--- config.mk ---
export PLATFORM = sky130hd
export DESIGN_NAME = bus_arbiter
export DESIGN_NICKNAME = d
export VERILOG_FILES = /design/src/rtl/bus_arbiter.sv
export SDC_FILE = /design/constraint.sdc
export NUM_CORES = 1
export LEC_CHECK = 0
export ABC_AREA = 1
export BUFFER_PORTS_ARGS = -buffer_cell sky130_fd_sc_hd__buf_4
export CAP_MARGIN = 20
export CORE_AREA = 3 3 40 42
export DETAILED_ROUTE_END_ITERATION = 10
export DIE_AREA = 0 0 43 45
export PLACE_DENSITY_LB_ADDON = 0.2
export SLEW_MARGIN = 20
export SYNTH_ARGS = -nofsm -noshare
export SYNTH_HDL_FRONTEND = slang
export SYNTH_SLANG_ARGS = --single-unit
--- constraint.sdc ---
create_clock -name clk -period 1.6 [get_ports clk]
set_input_delay 0.16 -clock clk [delete_from_list [all_inputs] [get_ports clk]]
set_output_delay 0.16 -clock clk [all_outputs]
set_load 0.05 [all_outputs]
--- src/rtl/bus_arbiter.sv ---
// bus_arbiter: round-robin owner of the single system bus.
//
// Each granted transfer runs ADDR (one cycle) then DATA (until hready).
// Ownership is released only at the end of DATA. At that point the next
// winner is picked in the same edge, so back-to-back transfers need no
// idle cycle. Every output comes straight from a flop.
//
// Optional build macro: ARB_TIMEOUT_EN
//   When defined, a stuck DATA phase is released after TIMEOUT cycles and
//   timeout_err pulses for one cycle.
//   When undefined, DATA waits for hready forever and timeout_err is 0.
//
// Handshake contract (single statement for checker binding):
//   A master owns the bus from the edge that raises its grant bit
//   (addr_phase=1) until the edge at which DATA ends (hready=1, or a forced
//   release). req is sampled only in IDLE and at the last DATA cycle.
//   hready is sampled only in DATA.
//
// The FSM state is kept in the named signal 'state' (type state_t) so that
// assertion and coverage code can bind to it directly.

module bus_arbiter #(
  parameter int NUM_MASTERS = 2,
  parameter int IDW         = 2,
  parameter int TIMEOUT     = 16
) (
  input  logic                   clk,
  input  logic                   rst_n,
  input  logic [NUM_MASTERS-1:0] req,
  input  logic                   hready,
  output logic [NUM_MASTERS-1:0] grant,
  output logic [IDW-1:0]         master_id,
  output logic                   addr_phase,
  output logic                   data_phase,
  output logic                   timeout_err
);

  // ---------------------------------------------------------------------
  // Elaboration-time parameter sanity
  // ---------------------------------------------------------------------
  if (NUM_MASTERS < 2 || NUM_MASTERS > 4) begin : g_bad_num_masters
    $error("bus_arbiter: NUM_MASTERS must be in 2..4");
  end
  if ((1 << IDW) < NUM_MASTERS) begin : g_bad_idw
    $error("bus_arbiter: IDW too narrow to encode NUM_MASTERS");
  end
  if (TIMEOUT < 2 || TIMEOUT > 255) begin : g_bad_timeout
    $error("bus_arbiter: TIMEOUT must be in 2..255");
  end

  // ---------------------------------------------------------------------
  // State encoding
  // ---------------------------------------------------------------------
  typedef enum logic [1:0] {
    ST_IDLE = 2'd0,
    ST_ADDR = 2'd1,
    ST_DATA = 2'd2
  } state_t;

  localparam logic [IDW-1:0] LAST_RESET = IDW'(NUM_MASTERS - 1);

  state_t                   state;
  state_t                   state_n;

  // last winner; the search for the next winner starts one past it
  logic [IDW-1:0]           last;
  logic [IDW-1:0]           last_n;

  // next values of the registered outputs
  logic [NUM_MASTERS-1:0]   grant_n;
  logic [IDW-1:0]           master_id_n;
  logic                     addr_phase_n;
  logic                     data_phase_n;

  // arbitration result for the current req/last
  logic                     any_req;
  logic                     pick_found;
  logic [IDW-1:0]           pick_id;
  logic [NUM_MASTERS-1:0]   pick_onehot;

  // DATA ends this edge (slave completed or forced release)
  logic                     tmo_hit;
  logic                     release_bus;

  assign any_req = |req;

  // ---------------------------------------------------------------------
  // Round-robin pick.
  // Two passes give the wrap-around search without a modulo:
  //   - first, the indices strictly above 'last';
  //   - then, the indices from 0 up to and including 'last'.
  // The first set bit wins, so the previous owner has the lowest priority.
  // ---------------------------------------------------------------------
  // Winner search over req, starting just after the previous owner
  always_comb begin
    pick_found  = 1'b0;
    pick_id     = '0;
    pick_onehot = '0;
    for (int i = 0; i < NUM_MASTERS; i++) begin
      if (!pick_found && req[i] && (i > int'(last))) begin
        pick_found     = 1'b1;
        pick_id        = IDW'(i);
        pick_onehot[i] = 1'b1;
      end
    end
    for (int i = 0; i < NUM_MASTERS; i++) begin
      if (!pick_found && req[i] && (i <= int'(last))) begin
        pick_found     = 1'b1;
        pick_id        = IDW'(i);
        pick_onehot[i] = 1'b1;
      end
    end
  end

  // ---------------------------------------------------------------------
  // Optional DATA-phase watchdog
  // ---------------------------------------------------------------------
`ifdef ARB_TIMEOUT_EN
  logic [7:0] tmo_cnt;
  logic [7:0] tmo_cnt_n;
  logic       tmo_err_q;

  // The count reaching TIMEOUT-1 with hready still low ends DATA at this edge
  assign tmo_hit     = (state == ST_DATA) && !hready &&
                       (tmo_cnt == 8'(TIMEOUT - 1));
  assign timeout_err = tmo_err_q;

  // Counter clears on the way into DATA and counts stalled DATA cycles
  always_comb begin
    tmo_cnt_n = tmo_cnt;
    if (state == ST_ADDR) begin
      tmo_cnt_n = 8'd0;
    end else if (state == ST_DATA && !hready && !tmo_hit) begin
      tmo_cnt_n = tmo_cnt + 8'd1;
    end
  end

  // Watchdog counter and one-cycle error pulse registers
  always_ff @(posedge clk or negedge rst_n) begin
    if (!rst_n) begin
      tmo_cnt   <= 8'd0;
      tmo_err_q <= 1'b0;
    end else begin
      tmo_cnt   <= tmo_cnt_n;
      tmo_err_q <= tmo_hit;
    end
  end
`else
  assign tmo_hit     = 1'b0;
  assign timeout_err = 1'b0;
`endif

  assign release_bus = (state == ST_DATA) && (hready || tmo_hit);

  // ---------------------------------------------------------------------
  // FSM next-state and next-output logic.
  // Outputs are computed here and registered below, so nothing leaves the
  // block combinationally from req or hready.
  // ---------------------------------------------------------------------
  // Next state, next outputs and next 'last' for the arbiter FSM
  always_comb begin
    state_n      = state;
    last_n       = last;
    grant_n      = grant;
    master_id_n  = master_id;
    addr_phase_n = 1'b0;
    data_phase_n = 1'b0;

    unique case (state)
      ST_IDLE: begin
        grant_n = '0;
        if (any_req) begin
          state_n      = ST_ADDR;
          grant_n      = pick_onehot;
          master_id_n  = pick_id;
          last_n       = pick_id;
          addr_phase_n = 1'b1;
        end
      end

      // Address phase is always exactly one cycle; hready is not looked at
      ST_ADDR: begin
        state_n      = ST_DATA;
        data_phase_n = 1'b1;
      end

      ST_DATA: begin
        data_phase_n = 1'b1;
        if (release_bus) begin
          data_phase_n = 1'b0;
          if (any_req) begin
            // back-to-back hand-over, no idle cycle
            state_n      = ST_ADDR;
            grant_n      = pick_onehot;
            master_id_n  = pick_id;
            last_n       = pick_id;
            addr_phase_n = 1'b1;
          end else begin
            state_n = ST_IDLE;
            grant_n = '0;
          end
        end
      end

      default: begin
        state_n = ST_IDLE;
        grant_n = '0;
      end
    endcase
  end

  // State, arbitration pointer and registered outputs
  always_ff @(posedge clk or negedge rst_n) begin
    if (!rst_n) begin
      state      <= ST_IDLE;
      last       <= LAST_RESET;
      grant      <= '0;
      master_id  <= '0;
      addr_phase <= 1'b0;
      data_phase <= 1'b0;
    end else begin
      state      <= state_n;
      last       <= last_n;
      grant      <= grant_n;
      master_id  <= master_id_n;
      addr_phase <= addr_phase_n;
      data_phase <= data_phase_n;
    end
  end

  // ---------------------------------------------------------------------
  // Structural invariants
  // ---------------------------------------------------------------------
  // grant is idle-zero or one-hot at every edge
  a_grant_onehot0: assert property (@(posedge clk) disable iff (!rst_n)
    $onehot0(grant));

  // the two phase flags are mutually exclusive
  a_phase_excl: assert property (@(posedge clk) disable iff (!rst_n)
    !(addr_phase && data_phase));

  // master_id always names an existing master
  a_id_range: assert property (@(posedge clk) disable iff (!rst_n)
    int'(master_id) < NUM_MASTERS);

  // addr_phase never lasts more than one cycle
  a_addr_single: assert property (@(posedge clk) disable iff (!rst_n)
    addr_phase |=> !addr_phase);

endmodule

==> impl_summary.log <==
INFO  metric initialDrtViolationCount = 3
INFO  metric post-route-min-period = 1.22 ns
INFO  metric peakVddDrop = ~0.7 mV
INFO  metric maximum_number_of_pins_on_one_net_before_global_route_repair = 9
INFO  metric data_required_time_of_the_critical_path = roughly 1.7 ns
INFO  metric path_class = reg2reg
INFO  metric std_cell_rows = 13
INFO  metric drv.max_cap_violation_count = 0
INFO  metric drt.antenna.violating_nets = 0
INFO  metric post_synth.cell_area_avg = approximately 8 um^2
INFO  metric status = complete, no violations
INFO  metric clock_latency = 0.26 ns
INFO  metric crit_fanout = 4
INFO  metric global_route.usage.met2 = 12.6%
INFO  metric final.period_utilization = 76.2%
INFO  metric ctsRootBufferMaster = clkbuf_4
INFO  metric reported_leakage_power = roughly 0.33 nW
INFO  metric place_hpwl = 621 um
INFO  metric fin_skew = roughly 0.0079 ns
INFO  metric route.detailed.wl_per_inst = about 9.4 um
INFO  metric maximum_operating_frequency = 820 MHz
INFO  metric chipHeight = 45 um
INFO  metric worst_setup_hold_path_clk_slew = around 0.060 ns
INFO  metric synth.ff_latch_count = 8
INFO  metric cts-buffers-inserted = 3
INFO  metric coreArea = between 1000 and 1500 um^2
INFO  metric final_layout_size_suffix_gt1_share = 25.0%
INFO  metric timing.hold.worst.class = in2reg
INFO  metric synthTopCellsByArea = dfrtp_1 (39%), nand2_1 (15%), ha_1 (11%)
INFO  metric grt.total_usage = 9.16%
INFO  metric yosys.area.top_type_share = 38.7%
INFO  metric drc = 0
INFO  metric floorplan.initialDensity = a little over a third
INFO  metric num_antenna_cells = 0
INFO  metric drtPass1Iterations = 4
INFO  metric groute.layer.met1.usage = roughly a tenth
INFO  metric synthCells = between 50 and 60
INFO  metric fin_tns_setup = 0 ns
INFO  metric max-clock-path-buffers = 2
INFO  metric globalRoute.totalOverflow = 0
INFO  metric timing.final.ws_setup = 0.381 ns
INFO  metric ys_warn_count = 0
INFO  metric final_nets = a little under 80
INFO  metric synthesis.area = 453 um^2
INFO  metric dpl_worst_slack = 0.383 ns
INFO  metric routabilityCongestion = 0.777
INFO  metric startpoint_type = flip-flop
INFO  metric tritoncts = built
INFO  metric port_buffers = 9
INFO  metric clock-sinks = 8
INFO  metric synth_top_cell_by_area = dfrtp_1
INFO  metric finalSetupViolations = 0
INFO  metric crit_path_end_kind = flip-flop
INFO  metric power.total = about 1.1 mW
INFO  metric via_count = 356
INFO  metric htree_levels = 1
INFO  metric fp.dieArea = 1940 um^2
INFO  metric power_density = approximately 2000 nW/um^2
INFO  metric slew_violations = 0
INFO  metric rsz0062_at_grt = no
INFO  metric antenna_found_initial = 0
INFO  metric synth-seq-area-share = 44.5%
INFO  metric chipWidth = 43 um
INFO  metric areaGrowthSynthToFinish = 24.6%
INFO  metric route.final.wire_length = 779 um
INFO  metric timing_hold_violations_final = 0
INFO  metric first_global_vias = 315
INFO  metric grt_busiest_layer = met2
INFO  metric yosysUniqueCellTypes = 16
INFO  metric global_route.usage.met3 = 7.57%
INFO  metric cp.arrival = 1.36 ns
INFO  metric post_drt_via_cell_ratio = 4.29
INFO  metric first_pass_grt_wire_length = 1.25 mm
INFO  metric boundaryPins = 12
stage by stage:
stage          area [um^2]  hold WS [ns]  cells  util, %
6_report               564         0.155     83     43.9
5_1_grt                564         0.157     83     43.9
4_1_cts                564         0.152     83     43.9
3_5_place_dp           528       -0.0136     78     41.1
3_3_place_gp           528       -0.0152     78     41.1
2_1_floorplan          457        -0.136     56        -
cell usage after synthesis:
library cell,instances
inv_1,8
nor2_2,1
nor2_1,3
nand2_1,18
o21a_1,1
nand3_1,3
a21boi_1,1
dfstp_2,1
nand2_2,1
buf_4,2
a21oi_1,2
nand2_4,1
conb_1,1
nand3_2,1
ha_1,4
dfrtp_1,7
registers in the layout, indices dropped and copies added (netlist names):
| register | cells |
|---|---|
| state | 2 |
| last | 1 |
| data_phase | 1 |
| grant | 2 |
| addr_phase | 1 |
| master_id | 1 |
critical path, cell delays in order (launching register included):
cell,delay [ns]
dfrtp_1,0.39
inv_1,0.08
ha_1,0.26
nor2_1,0.21
nor2_1,0.06
nand3_1,0.06
nand2_1,0.05
routing by layer:
metal,share of wire (%),wire length (um),up-vias
met5,0,0,-
met4,1.2,9,0
met3,8.6,67,3
met2,44,340,11
met1,46,362,152
li1,-,-,190
timing repair:
item / CTS / global route
endpoints found under the hold margin: 8 / 0
hold buffers: 1 / 0
setup buffers: 0 / 0
gates resized for setup: 0 / 0
layout make-up:
cell class / count / area [um^2]
timing repair buffer: 10 / 77.6
clock buffer: 4 / 26.3
inverter: 8 / 30.0
multi-input combinational: 38 / 210
sequential: 8 / 201
fill: 128 / 721
tap: 15 / 18.8
final timing paths:
path,startpoint,slack (ns),cells past startpoint,to
worst max-delay path,state[0]$_DFFE_PN0P_,0.38,6,state[0]$_DFFE_PN0P_
worst min register to register,last[0]$_DFFE_PN1P_,0.48,2,last[0]$_DFFE_PN1P_
min in group asynchronous,rst_n,0.25,2,grant[1]$_DFFE_PN0P_
worst max register to register,state[0]$_DFFE_PN0P_,0.38,6,state[0]$_DFFE_PN0P_
max in group asynchronous,rst_n,1.13,2,last[0]$_DFFE_PN1P_
worst min-delay path,hready,0.15,3,addr_phase$_DFF_PN0_
cells by family after synthesis:
kind of cell,count (synthesis),synth area share [%]
flip-flops,8,44.5
AND/OR/NAND/NOR,28,28.2
buffers and inverters,10,9.94
adder cells (fa/ha/maj),4,11.1
AO/OA/AOI/OAI,4,5.53
other,1,0.828
report_power, final:
group	total (mW)	switching (mW)	internal (mW)
Sequential	0.353	0.0540	0.299
Combinational	0.625	0.417	0.208
Clock	0.166	0.0703	0.0955
Total	1.14	0.541	0.602
layout by cell type (no fill, tap or decap), types with 2 or more instances in the layout:
master | netlist | layout
nor2_1 | 3 | 3
a21oi_1 | 2 | 2
nand3_1 | 3 | 3
nand2_1 | 18 | 18
conb_1 | 1 | 2
dfrtp_1 | 7 | 7
buf_4 | 2 | 9
inv_1 | 8 | 8
clkbuf_4 | 0 | 3
ha_1 | 4 | 4
Note: power is estimated with default switching activity, not from simulation.
